`config.mk`:
```
export PLATFORM = sky130hd
export DESIGN_NAME = plru_bank
export DESIGN_NICKNAME = d
export VERILOG_FILES = /design/src/rtl/plru_pkg.sv /design/src/rtl/plru_tree_step.sv /design/src/rtl/plru_bank.sv
export SDC_FILE = /design/constraint.sdc
export NUM_CORES = 1
export LEC_CHECK = 0
export CAP_MARGIN = 10
export CORE_MARGIN = 4
export CORE_UTILIZATION = 40
export CTS_CLUSTER_DIAMETER = 150
export DETAILED_ROUTE_END_ITERATION = 16
export DONT_BUFFER_PORTS = 1
export PLACE_DENSITY_LB_ADDON = 0.2
export SLEW_MARGIN = 20
export SYNTH_ARGS = -nofsm -noshare
export SYNTH_HDL_FRONTEND = slang
export SYNTH_SLANG_ARGS = --single-unit
```
`constraint.sdc`:
```
create_clock -name clk -period 5.3 [get_ports clk]
set_input_delay 0.795 -clock clk [delete_from_list [all_inputs] [get_ports clk]]
set_output_delay 0.795 -clock clk [all_outputs]
set_load 0.1 [all_outputs]
```
`src/rtl/plru_pkg.sv`:
```
// Shared types and tree-index helpers for the per-set pseudo-LRU bank.
package plru_pkg;

  typedef enum logic {
    PLRU_HIT  = 1'b0,
    PLRU_MISS = 1'b1
  } plru_op_e;

  typedef enum logic [1:0] {
    ST_INIT = 2'd0,
    ST_IDLE = 2'd1,
    ST_WALK = 2'd2,
    ST_RESP = 2'd3
  } plru_state_e;

  function automatic int parent(input int i);
    return (i - 1) >> 1;
  endfunction

  function automatic int left_child(input int i);
    return 2 * i + 1;
  endfunction

  function automatic logic is_left(input int i);
    return i[0];
  endfunction

endpackage

```
`src/rtl/plru_tree_step.sv`:
```
// One tree-walk step: descend from an internal node (flipping it) or climb from
// a node to its parent (pointing the parent away from where we came from).
module plru_tree_step
  import plru_pkg::*;
#(
  parameter int WAYS     = 8,
  parameter int IDX_BITS = $clog2(WAYS) + 1
) (
  input  logic [IDX_BITS-1:0] i_node,
  input  logic [WAYS-2:0]     i_tree,
  input  logic                i_descend,
  output logic [IDX_BITS-1:0] o_node,
  output logic [WAYS-2:0]     o_tree
);

  localparam int NODES = WAYS - 1;

  logic [IDX_BITS-1:0] w_parent;
  logic [NODES-1:0]    w_here;
  logic                w_cur_bit;
  logic                w_away;

  assign w_parent  = IDX_BITS'(parent(int'(i_node)));
  // A left child makes its parent point right (1), a right child points it left (0).
  assign w_away    = is_left(int'(i_node));
  assign w_cur_bit = |(w_here & i_tree);
  assign o_node    = i_descend ? IDX_BITS'(left_child(int'(i_node)) + int'(w_cur_bit))
                               : w_parent;

  genvar gi;
  generate
    for (gi = 0; gi < NODES; gi++) begin : g_node
      assign w_here[gi] = (i_node == IDX_BITS'(gi));
      assign o_tree[gi] = (i_descend && w_here[gi])                   ? ~i_tree[gi] :
                          (!i_descend && (w_parent == IDX_BITS'(gi))) ? w_away      :
                                                                        i_tree[gi];
    end
  endgenerate

endmodule

```
`src/rtl/plru_bank.sv`:
```
// Multi-set tree pseudo-LRU controller: per-set tree storage, HIT touch and
// MISS victim selection (invalid way first), walked one tree level per cycle.
module plru_bank
  import plru_pkg::*;
#(
  parameter int NUM_SETS = 64,
  parameter int WAYS     = 8,
  parameter int SET_BITS = $clog2(NUM_SETS),
  parameter int WAY_BITS = $clog2(WAYS)
) (
  input  logic                clk,
  input  logic                rst,
  input  logic                req_valid,
  output logic                req_ready,
  input  logic                req_op,
  input  logic [SET_BITS-1:0] req_set,
  input  logic [WAY_BITS-1:0] req_way,
  input  logic [WAYS-1:0]     req_vmask,
  output logic                rsp_valid,
  output logic [WAY_BITS-1:0] rsp_way,
  output logic                busy
);

  localparam int NODES    = WAYS - 1;
  localparam int IDX_BITS = WAY_BITS + 1;
  localparam int LVL_BITS = $clog2(WAY_BITS + 1);

  plru_state_e         r_state;
  logic [SET_BITS-1:0] r_init_set;
  logic [LVL_BITS-1:0] r_level;
  logic [SET_BITS-1:0] r_set;
  logic                r_descend;
  logic [IDX_BITS-1:0] r_node;
  logic [NODES-1:0]    r_tree;
  logic [WAY_BITS-1:0] r_victim;
  logic                r_rsp_valid;
  logic [WAY_BITS-1:0] r_rsp_way;
  logic [NODES-1:0]    r_mem [NUM_SETS];

  logic                w_miss;
  logic                w_has_free;
  logic [WAY_BITS-1:0] w_free_way;
  logic [WAY_BITS-1:0] w_start_way;
  logic                w_start_desc;
  logic [IDX_BITS-1:0] w_step_node;
  logic [NODES-1:0]    w_step_tree;
  logic [WAY_BITS-1:0] w_leaf_way;
  logic                w_mem_we;
  logic [SET_BITS-1:0] w_mem_waddr;
  logic [NODES-1:0]    w_mem_wdata;

  always_comb begin
    w_has_free = 1'b0;
    w_free_way = '0;
    for (int k = WAYS - 1; k >= 0; k--) begin
      if (!req_vmask[k]) begin
        w_has_free = 1'b1;
        w_free_way = WAY_BITS'(k);
      end
    end
  end

  assign w_miss       = (req_op == PLRU_MISS);
  // Only a full-valid miss consults the tree; otherwise the way is known up front.
  assign w_start_desc = w_miss && !w_has_free;
  assign w_start_way  = w_miss ? w_free_way : req_way;
  assign w_leaf_way   = WAY_BITS'(w_step_node - IDX_BITS'(WAYS - 1));

  plru_tree_step #(
    .WAYS     (WAYS),
    .IDX_BITS (IDX_BITS)
  ) u_step (
    .i_node    (r_node),
    .i_tree    (r_tree),
    .i_descend (r_descend),
    .o_node    (w_step_node),
    .o_tree    (w_step_tree)
  );

  assign w_mem_we    = !rst && ((r_state == ST_INIT) || (r_state == ST_RESP));
  assign w_mem_waddr = (r_state == ST_INIT) ? r_init_set : r_set;
  assign w_mem_wdata = (r_state == ST_INIT) ? '0 : r_tree;

  always_ff @(posedge clk) begin
    if (w_mem_we) begin
      r_mem[w_mem_waddr] <= w_mem_wdata;
    end
  end

  always_ff @(posedge clk) begin
    if (rst) begin
      r_state     <= ST_INIT;
      r_init_set  <= '0;
      r_level     <= '0;
      r_rsp_valid <= 1'b0;
      r_rsp_way   <= '0;
    end else begin
      r_rsp_valid <= 1'b0;
      case (r_state)
        ST_INIT: begin
          r_init_set <= r_init_set + SET_BITS'(1);
          if (r_init_set == SET_BITS'(NUM_SETS - 1)) begin
            r_state <= ST_IDLE;
          end
        end
        ST_IDLE: begin
          if (req_valid) begin
            r_set     <= req_set;
            r_tree    <= r_mem[req_set];
            r_descend <= w_start_desc;
            r_victim  <= w_start_way;
            r_node    <= w_start_desc ? '0 : ({1'b0, w_start_way} + IDX_BITS'(WAYS - 1));
            r_level   <= '0;
            r_state   <= ST_WALK;
          end
        end
        ST_WALK: begin
          r_tree  <= w_step_tree;
          r_node  <= w_step_node;
          r_level <= r_level + LVL_BITS'(1);
          if (r_level == LVL_BITS'(WAY_BITS - 1)) begin
            r_state     <= ST_RESP;
            r_rsp_valid <= 1'b1;
            r_rsp_way   <= r_descend ? w_leaf_way : r_victim;
          end
        end
        ST_RESP: begin
          r_state <= ST_IDLE;
        end
        default: begin
          r_state <= ST_INIT;
        end
      endcase
    end
  end

  assign req_ready = (r_state == ST_IDLE);
  assign busy      = (r_state != ST_IDLE);
  assign rsp_valid = r_rsp_valid;
  assign rsp_way   = r_rsp_way;

endmodule

```
# After elaboration in Yosys (flattened, before gate mapping)
# Memory sizes are Yosys's and may differ from the RTL's.
# Index checks and enable logic that the tools add are counted.
dict set report op_classes {
  add_sub_neg 7
  eq_ne 28
  mux 49
  bitwise 10
  reduce_logical 38
}
# operator n
set op_table {}
lappend op_table {{3-bit two-way mux} 10}
lappend op_table {{4-bit AND reduction} 7}
lappend op_table {{1-bit two-way mux} 25}
lappend op_table {{4-bit by 3-bit equality test with 1-bit output (second input constant)} 6}
lappend op_table {{3-bit by 1-bit inequality test with 1-bit output (second input constant)} 7}
lappend op_table {{4-bit by 2-bit equality test with 1-bit output (second input constant)} 4}
lappend op_table {{1-bit logical AND} 16}
lappend op_table {{7-bit two-way mux} 2}
lappend op_table {{7-bit case mux with 2 select lines} 1}
lappend op_table {{4-bit two-way mux} 3}
lappend op_table {{1-bit NOT} 9}
lappend op_table {{3-bit AND reduction} 3}
lappend op_table {{4-bit by 1-bit equality test with 1-bit output (second input constant)} 2}
lappend op_table {{4-bit logical NOT} 2}
lappend op_table {{2-bit two-way mux} 4}
lappend op_table {{2-bit case mux with 4 select lines} 1}
lappend op_table {{4-bit case mux with 2 select lines} 1}
lappend op_table {{7-bit AND} 1}
lappend op_table {{7-bit OR reduction} 1}
lappend op_table {{6-bit by 1-bit adder with 6-bit output (second input constant)} 1}
lappend op_table {{2-bit equality test (second input constant)} 3}
lappend op_table {{6-bit equality test (second input constant)} 1}
lappend op_table {{6-bit two-way mux} 1}
lappend op_table {{4-bit by 1-bit subtractor with 5-bit output (second input constant)} 1}
lappend op_table {{other kinds (15)} 20}
dict set report word_totals {
  regBits 35
  ramBits 448
  inputBits 21
  output_inout_bits 6
  wordCells 149
  n_memories 1
}
# name words word_bits read_ports rd_clocked_by_memory_dff wr line
set memory_table {}
lappend memory_table {r_mem 64 7 1 0 1 plru_bank.sv:38} ;# logic [NODES-1:0] r_mem [NUM_SETS];

# Longest topological paths before layout
dict set report depth {
  depth_word 13
  mapped_depth 11
  ltp_nobuf 11
}

# Hierarchy
# From an unflattened synthesis, not the netlist that was laid out.
dict set report hier_totals {
  hier_cells 1056
  hier_area_um2 19836.5
}
# mod instances cells_per_inst area_per_inst_um2 seq_area_each_um2
set modules_own_cells {}
lappend modules_own_cells {plru_bank 1 965 19215.9 14363.8}
lappend modules_own_cells {plru_tree_step 1 91 620.6 0.0}

# Worst setup path before layout
# Ideal clock, no wire load.
dict set report synth_timing {
  path_type {flip-flop to flip-flop}
  startpoint {register r_state[0]}
  endpoint {memory r_mem[0][6] in the netlist's numbering, data pin}
  setup_time_ps 516
  t_arrival_ps 2911
  required_time_ps 4784
  slack_ps 1873
  path_stages_with_launch 7
  path_buffers 3
  period_less_slack_ps 3427
  path_cell_list {dfxtp_1 inv_1 ha_1 clkbuf_1 clkbuf_1 buf_1 nor2b_1}
}
dict set report synth_between {
  elab_chain_cells 2
}
# item line
set synth_rtl {}
lappend synth_rtl {{from (decl)} plru_bank.sv:28} ;# plru_state_e r_state;
lappend synth_rtl {{from (signal assigned)} plru_bank.sv:92} ;# r_state <= ST_INIT;
lappend synth_rtl {{from (signal assigned)} plru_bank.sv:103} ;# r_state <= ST_IDLE;
lappend synth_rtl {{from (signal assigned)} plru_bank.sv:114} ;# r_state <= ST_WALK;
lappend synth_rtl {{2-bit logical NOT} plru_bank.sv:82} ;# assign w_mem_wdata = (r_state == ST_INIT) ? '0 : r_tree;
lappend synth_rtl {{7-bit two-way mux} plru_bank.sv:82}
lappend synth_rtl {{net w_mem_wdata[6]} plru_bank.sv:50} ;# logic [NODES-1:0] w_mem_wdata;
lappend synth_rtl {{to (decl)} plru_bank.sv:38}
# The timed path passes the listed nets, and every way through them passes these cells.

# Worst setup path after layout
dict set report layout_timing {
  startpoint {register r_state[1]}
  endpoint {output port busy}
}
dict set report layout_between {
  elab_chain_cells 1
}
# item line
set layout_rtl {}
lappend layout_rtl {{2-bit by 1-bit inequality test with 1-bit output} plru_bank.sv:138} ;# assign busy = (r_state != ST_IDLE);
lappend layout_rtl {{to (decl)} plru_bank.sv:21} ;# output logic busy
# No other way between the ends.

==> results.sh <==
export IMPL_finalCritPeriodShare_pct=64.3
export IMPL_rsz0062_at_grt="no"
export IMPL_vias_per_cell=5.64
export IMPL_clockRootBuffer="clkbuf_16"
export IMPL_grt_pass1_vias=10300
export IMPL_antenna_cells=0
export IMPL_slowest_delay_ns=0.88
export IMPL_antenna_found_initial=0
export IMPL_netlist_instances=1094
export IMPL_async_flop_share_pct=0
export IMPL_synth_yosys_seq_area_share_pct=72.7
export IMPL_clkSinkCount=483
export IMPL_drt_iter0_drc=1245
export IMPL_seqCellArea_um2=14400
export IMPL_clk_pin_slew_ns=0.06
export IMPL_die_area_um2=53000
export IMPL_dp_hpwl_um=29700
export IMPL_path_cells="inv_1, ha_1, inv_1"
export IMPL_hp_class="in -> reg"
export IMPL_drv_cap=0
export IMPL_die_x_um=230
export IMPL_maxSlewViolCount=0
export IMPL_crit_fanout=5
export IMPL_nFillCells=4152
export IMPL_clock_latency_ns=0.58
export IMPL_cts_tree="done"
export IMPL_critPathKind="reg -> out"
export IMPL_ys_ff_latch=483
export IMPL_fin_nets=1137
export IMPL_min_from="rst"
export IMPL_grt_pass1_wl_um=70700
export IMPL_wirelength_um=47700
export IMPL_ioPinCount=27
export IMPL_clockBufferDepth=3
export IMPL_setup_slack_ns=1.89
export IMPL_p_per_area_nw_per_um2=363
export IMPL_yosysTopAreaCellShare_pct=71.2
export IMPL_yosys_area_top_type="edfxtp_1"
export IMPL_critPathBufInv=2
export IMPL_dp_slack_ns=1.94
export IMPL_drive_gt1_share_pct=18.5
export IMPL_synthTopCellsByArea="edfxtp_1 71%, mux4_2 12%, nor2_1 1.9%"
export IMPL_relSlewSlack_pct=28.7
export IMPL_setup_violations=0
export IMPL_syn_to_final_growth_pct=12.0
export IMPL_startpoint="r_state[1]"
export IMPL_cp_start_kind="flop"
export IMPL_gp_congestion=0.824
export IMPL_synth_area_um2=19800
export IMPL_ir_worst_vdd_mv=0.246
export IMPL_htreeDepth=2
export IMPL_dieHeight_um=230
export IMPL_hold_viol=0
export IMPL_synth_edf_count=469
export IMPL_grt_start_max_net_pins=119
export IMPL_gr_usage_all_layers_pct=18.0
export IMPL_drtPass1Iterations=5
export IMPL_ys_warn_count=0
export IMPL_cp_data_arrival_time_ns=2.61
export IMPL_synth_nets=1129
export IMPL_portBuffers=0
export IMPL_ant_nets=0
export IMPL_synth_distinct_cells=64
export IMPL_fin_tns_setup_ns=0
export IMPL_grt_overflow_total=0
export IMPL_numCtsBuffers=50
export IMPL_worstSetupEndpointType="output pin"
export IMPL_cts_hold_buf=0
export IMPL_cp_required_ns=4.51
export IMPL_timing_rr_start="r_state[1]"
export IMPL_synth_area_per_cell_um2=18.1
export IMPL_synthTopCellsByCount="469 x edfxtp_1, 103 x mux4_2, 99 x nor2_1"
export IMPL_core_area_um2=49000
export IMPL_period_needed_ns=3.41
export IMPL_multiInputGateArea_um2=5100
export IMPL_post_cts_buffers=0
export IMPL_status="complete, no violations"
export IMPL_vias=10200
export IMPL_fmax_ghz=0.293
export IMPL_crit_family="adder cells"
export IMPL_tightestPinTransition_ns=1.07
export IMPL_drc=0
export IMPL_skew_ns=0.0173
export IMPL_critical_path_most_common_cell="inv_1"
export IMPL_ctsResizeCount=0
export IMPL_power_uw=8030
export IMPL_post_synth_top_count_cell="edfxtp_1"
export IMPL_p_leak_uw=0.00775
export IMPL_wl_per_cell_um=26.4
export IMPL_crit_slowest_cell="ha_1"
export IMPL_std_cell_rows=81
export IMPL_synth_ff_type="edfxtp_1"
export IMPL_initial_core_util_pct=40.4
==> report_power, final <==
part / switching (µW) / total (µW) / internal, µW / leakage (µW)
sequential: 11.3 / 4180 / 4170 / 0.00516
clock: 1450 / 3610 / 2160 / 0.000817
combinational: 140 / 244 / 104 / 0.00177
==> logic make-up (layout without fill, tap and decap cells) <==
| family | Yosys count | in the layout | share of synthesized area, % |
|---|---|---|---|
| AO/OA/AOI/OAI | 125 | 125 | 4.56 |
| XOR/XNOR | 8 | 8 | 0.354 |
| adder cells (fa/ha/maj) | 14 | 14 | 0.886 |
| buffers and inverters | 69 | 116 | 1.84 |
| flip-flops | 483 | 483 | 72.7 |
| multiplexers | 142 | 142 | 13.8 |
| AND/OR/NAND/NOR | 253 | 253 | 5.96 |
==> worst register-to-register path, stage by stage (launching register included) <==
cell and delay (ns):
dfxtp_1 0.32, inv_1 0.10, ha_1 0.66, mux2_2 0.43, nor3_1 0.32, nand2_1 0.52, nor2_1 0.67
==> path summary, 6_finish.rpt <==
path	end	slack, ns	cells past startpoint
max	busy	1.89	3
min	rsp_way[2]	0.28	1
max reg2reg	r_mem[26][6]	1.91	6
min reg2reg	r_state[0]	0.50	2
==> area by class of cell <==
type                    instances  area share (%)
flip-flops and latches        483            64.9
multi-input cells             542            23.0
clock buffers                  58            6.08
well taps                     664            3.75
clock inverters                33            1.61
repair buffers                 10           0.396
inverters                      15           0.254
==> registers in the layout, indices dropped and copies added (netlist names) <==
register	count
r_mem	448
r_tree	7
r_init_set	6
r_set	6
r_node	4
r_victim	3
rsp_way	3
r_level	2
r_state	2
r_descend	1
rsp_valid	1
==> metal layers <==
| layer | track usage [%] | wire length [µm] |
|---|---|---|
| met4 | 5.65 | 1450 |
| met5 | 0 | 0 |
| met2 | 28.3 | 22500 |
| met3 | 3.87 | 3060 |
| met1 | 25.4 | 20700 |
==> per-stage QoR <==
| stage | utilization, % | hold WS [ns] | instances | instance area (µm²) |
|---|---|---|---|---|
| finish | 45.2 | 0.278 | 1805 | 22100 |
| global route | 45.2 | 0.248 | 1805 | 22100 |
| CTS | 45.2 | 0.245 | 1805 | 22100 |
| detailed placement | 41.7 | 0.490 | 1714 | 20400 |
| global placement | 41.7 | 0.481 | 1713 | 20400 |
| floorplan | - | 0.458 | 1094 | 19800 |
==> cell usage in the layout (no fill, tap or decap), types with 7 or more instances in the layout <==
| cell | Yosys | layout |
|---|---|---|
| clkinv_1 | 0 | 9 |
| nand2b_1 | 16 | 16 |
| o21ai_0 | 16 | 16 |
| mux4_2 | 103 | 103 |
| mux2i_1 | 32 | 32 |
| edfxtp_1 | 469 | 469 |
| ha_1 | 14 | 14 |
| buf_4 | 3 | 9 |
| nor3_1 | 15 | 15 |
| nor2b_1 | 21 | 14 |
| a22oi_1 | 26 | 26 |
| inv_1 | 15 | 15 |
| a31oi_1 | 13 | 13 |
| nand2_1 | 61 | 61 |
| clkinv_2 | 0 | 8 |
| nor2b_4 | 0 | 7 |
| dfxtp_1 | 14 | 14 |
| bufinv_16 | 0 | 7 |
| mux2_2 | 7 | 7 |
| clkbuf_16 | 0 | 53 |
| nor2_1 | 99 | 99 |
| a21oi_1 | 14 | 14 |
| nand3_1 | 7 | 7 |
(Power assumes the default switching activity.)
